[src/rtl/sum_n_ctrl.sv]
// Sequencer for the shared FA adder: accumulates N operands through the external
// adder and reports the final sum, a sticky overflow flag and a done pulse.
//
// state | meaning
// IDLE  | waiting for start; result registers hold the last run
// ACC   | accepting operands, one add per transfer
// DONE  | one-cycle result-valid pulse
module sum_n_ctrl #(
    parameter int DW = 4,
    parameter int SW = 7,
    parameter int CW = 4
) (
    input  logic          clk,
    input  logic          rst_n,
    input  logic          start,
    input  logic [CW-1:0] n,
    input  logic          din_valid,
    input  logic [DW-1:0] din,
    output logic          din_ready,
    output logic [DW-1:0] fa_x,
    output logic [SW-1:0] fa_y,
    output logic          fa_cin,
    input  logic [SW-1:0] fa_s,
    input  logic          fa_cout,
    output logic [SW-1:0] sum,
    output logic          ovf,
    output logic          busy,
    output logic          done
);

    typedef enum logic [1:0] {
        IDLE = 2'd0,
        ACC  = 2'd1,
        DONE = 2'd2
    } state_t;

    state_t        state, state_nx;
    logic [SW-1:0] acc, acc_nx;
    logic [SW-1:0] sum_r, sum_nx;
    logic [CW-1:0] cnt, cnt_nx;
    logic          ovf_r, ovf_nx;

    // FA is combinational, so the add result is consumed in the same cycle
    assign fa_x   = din;
    assign fa_y   = acc;
    assign fa_cin = 1'b0;
    assign sum    = sum_r;
    assign ovf    = ovf_r;

    always_ff @(posedge clk) begin
        if (!rst_n) begin
            state <= IDLE;
            acc   <= '0;
            cnt   <= '0;
            sum_r <= '0;
            ovf_r <= 1'b0;
        end else begin
            state <= state_nx;
            acc   <= acc_nx;
            cnt   <= cnt_nx;
            sum_r <= sum_nx;
            ovf_r <= ovf_nx;
        end
    end

    always_comb begin
        state_nx  = state;
        acc_nx    = acc;
        cnt_nx    = cnt;
        sum_nx    = sum_r;
        ovf_nx    = ovf_r;
        din_ready = 1'b0;
        busy      = 1'b0;
        done      = 1'b0;
        case (state)
            IDLE: begin
                if (start) begin
                    ovf_nx = 1'b0;
                    if (n == '0) begin
                        sum_nx   = '0;
                        state_nx = DONE;
                    end else begin
                        acc_nx   = '0;
                        cnt_nx   = n;
                        state_nx = ACC;
                    end
                end
            end
            ACC: begin
                din_ready = 1'b1;
                busy      = 1'b1;
                if (din_valid) begin
                    acc_nx = fa_s;
                    ovf_nx = ovf_r | fa_cout;
                    cnt_nx = cnt - 1'b1;
                    if (cnt == {{(CW-1){1'b0}}, 1'b1}) begin
                        sum_nx   = fa_s;
                        state_nx = DONE;
                    end
                end
            end
            DONE: begin
                done     = 1'b1;
                busy     = 1'b1;
                state_nx = IDLE;
            end
            default: state_nx = IDLE;
        endcase
    end

endmodule

[config.mk]
export PLATFORM = sky130hd
export DESIGN_NAME = sum_n_ctrl
export DESIGN_NICKNAME = d
export VERILOG_FILES = /design/src/rtl/sum_n_ctrl.sv
export SDC_FILE = /design/constraint.sdc
export NUM_CORES = 1
export LEC_CHECK = 0
export CAP_MARGIN = 10
export CORE_MARGIN = 2
export CORE_UTILIZATION = 43
export CTS_CLUSTER_DIAMETER = 200
export DETAILED_ROUTE_END_ITERATION = 16
export PLACE_DENSITY = 0.79
export SLEW_MARGIN = 25
export SYNTH_ARGS = -nofsm -noshare
export SYNTH_HDL_FRONTEND = slang
export SYNTH_SLANG_ARGS = --single-unit
export TNS_END_PERCENT = 30
[constraint.sdc]
create_clock -name clk -period 1.95 [get_ports clk]
set_input_delay 0.2925 -clock clk [delete_from_list [all_inputs] [get_ports clk]]
set_output_delay 0.2925 -clock clk [all_outputs]
set_load 0.02 [all_outputs]
==> flow_summary.toml <==
[sta]
setup_viol = 0
period_needed_ns = 1.83
clock_skew_ns = 0.00822
hold_viol_final = 0
rsz0062_at_grt = "no"
slew_violations = 0
period_share_pct = 93.9
setup_tns_ns = 0
max_freq_mhz = 546

[yosys]
yosysSeqAreaShare_pct = 37.8
synth-edff-count = 0
syn_area_sq_um = 1110
synthTopCellsByArea = "dfxtp_1 38%, a32o_1 6.3%, ha_1 5.6%, buf_4 4.1%, nand3_1 3.6%"
async_flop_share_pct = 0
synth_area_leader_cell = "dfxtp_1"
ys_ff_latch = 21
yosys.cell_types.count = 40
syn_nets = 141
syn_avg_cell_area_sq_um = 9.58
synth_top_area_share_pct = 37.8
ys_dominant_reg_cell = "dfxtp_1"
synthCells = 116
synth_warnings = 0

[route]
drc = 0
vias = 1004
drt_pass1_iterations = 4
via_per_inst = 5.52
drtAntennaViolNets = 0
routedWlPerCell_um = 14.6
finalWirelength_um = 2670
initialDrtViolationCount = 28

[flow_run]
cap_violations = 0

[final_layout]
final.fill_count = 220
syn2layout_area_growth_pct = 36.4
drive_above_1_share_pct = 18.4
final_common_cell = "clkdlybuf4s50_1"
multi_input_area_sq_um = 589
final-seq-area_sq_um = 420
antennaDiodeCount = 0
fin_area_sq_um = 1520
fin_nets = 178
fin_cells = 182
final_cell_mix = "31 x clkdlybuf4s50_1, 21 x dfxtp_1, 11 x buf_4"

[grt]
antenna_found_initial = 0
grt_use_total_pct = 19.9
grt_overflow = 0
grt_pass1_wl_um = 4260
grt_start_max_net_pins = 17
grt_pass1_vias = 937

[worst_setup_path]
startpoint = "cnt[1]$_SDFFE_PN0P_"
cp_max_fo = 3
r2r_setup_slack_ns = 0.12
r2r-start = "cnt[1]$_SDFFE_PN0P_"
worst-path-stages = 6
critPathCaptureType = "flip-flop"
critPathTopFamily = "simple AND/OR/NAND/NOR gates"
start_kind = "flip-flop"
cp.required_ns = 2.20
worst_ep_arrival_time_ns = 2.08
rr_worst_depth = 6
critPathBufInv = 1
slowest_delay_ns = 0.41
worstPathCellList = "inv_1, ha_1, or3b_4, a211oi_1, mux2_2, nor2_1"
crit_end = "state[0]$_SDFFE_PN0P_"
crit_type = "reg -> reg"
regToRegEndpoint = "state[0]$_SDFFE_PN0P_"
cp_slowest_cell = "or3b_4"

[placed_design]
gp_congestion = 0.839
dp_hpwl_um = 2090
port_buffers = 33
dpl.cell_count = 178
place_area_sq_um = 1490

[die]
dieArea_sq_um = 3010
rows = 18
start_util_pct = 45.3
ios = 43
core_sq_um = 2450
fp.dieH_um = 54.8
dieWidth_um = 54.8

[power]
p_leak_nw = 0.581
p_total_mw = 1.84
powerDensity_nw_per_um2 = 1220
ir_worst_vdd_v = 0.000754

[clocking]
path_clk_slew_ns = 0.12
cts_tree = "done"
root_buffer = "clkbuf_4"
htree_levels = 1
cts_sinks = 21
cts_buffer_depth = 2
worstSkewPairLatency_ns = 0.31
cts_setup_buffers = 0
hold_buffers = 0
tritoncts.num_buffers = 3

[run_status]
status = "completed"

[hold_path]
min_path_type = "reg -> reg"
[registers in the layout, indices dropped and copies added (netlist names)]
| register | count |
|---|---|
| ovf | 1 |
| sum | 7 |
| state | 2 |
| fa_y | 7 |
| cnt | 4 |
[metal layers]
metal	track usage, %	up-vias	wire, um
li1	-	495	-
met1	26.5	470	1210
met2	30.6	35	1230
met3	5.19	4	189
met4	7.50	0	30
met5	0	-	0
[worst min-delay path: cells and delay by family (launching register included)]
kind	cells	cell delay (ns)
flops	1	0.32
compound gates	2	0.12
[final cells by class]
| type | count | share of cell area [%] |
|---|---|---|
| Clock buffer | 3 | 1.49 |
| Clock inverter | 1 | 0.330 |
| Inverter | 8 | 1.98 |
| Multi-Input combinational cell | 75 | 38.9 |
| Sequential cell | 21 | 27.7 |
| Tap cell | 30 | 2.48 |
| Timing Repair Buffer | 44 | 27.1 |
[cell usage after synthesis, types with 2 or more instances]
master,count
nor2b_1,4
o21ai_0,8
nor2_1,4
mux2i_1,2
ha_1,5
a211oi_1,2
clkbuf_1,3
inv_1,8
nand2_1,2
nand2b_1,2
o31ai_1,2
buf_2,2
a21oi_1,7
a32o_1,7
buf_4,6
dfxtp_1,21
nand3_1,8
[how the worst min path moves through the flow]
stage,start,endpoint,slack (ns),depth (start not counted)
2_1_floorplan,rst_n,cnt[0]$_SDFFE_PN0P_,0.42,1
4_1_cts,fa_y[2]$_SDFFE_PN0P_,fa_y[2]$_SDFFE_PN0P_,0.49,2
5_1_grt,fa_y[2]$_SDFFE_PN0P_,fa_y[2]$_SDFFE_PN0P_,0.51,2
3_3_place_gp,sum[4]$_SDFFE_PN0P_,sum[4]$_SDFFE_PN0P_,0.46,1
6_report,fa_y[2]$_SDFFE_PN0P_,fa_y[2]$_SDFFE_PN0P_,0.48,2
3_5_place_dp,sum[2]$_SDFFE_PN0P_,sum[2]$_SDFFE_PN0P_,0.46,1
[power by group]
part           internal, mW  switching, mW  total, mW
sequential            0.514         0.0631      0.577
clock                0.0766          0.134      0.211
combinational         0.480          0.577       1.06
total                  1.07          0.774       1.84
[cell families (layout without fill, tap and decap cells)]
family	Yosys count	count (layout)	share of synthesized area (%)
buf+inv	20	56	9.12
simple gates	26	26	14.5
mux	4	4	4.17
compound gates	39	39	28.4
other cells	1	1	0.338
flops	21	21	37.8
fa+ha+maj	5	5	5.63
[through the flow]
step | setup slack (ns) | utilization, % | hold WS [ns]
floorplan | 0.166 | - | 0.424
global placement | 0.0264 | 60.7 | 0.462
detailed placement | -0.0206 | 60.7 | 0.458
CTS | 0.114 | 61.7 | 0.486
global route | 0.00170 | 61.7 | 0.511
finish | 0.119 | 61.7 | 0.481
[repair_timing]
action	4_1_cts	5_1_grt
endpoints found under the setup margin	2	0
gates resized for setup	2	0
hold endpoints to repair	0	0
Power figures use the tool's default switching activity.
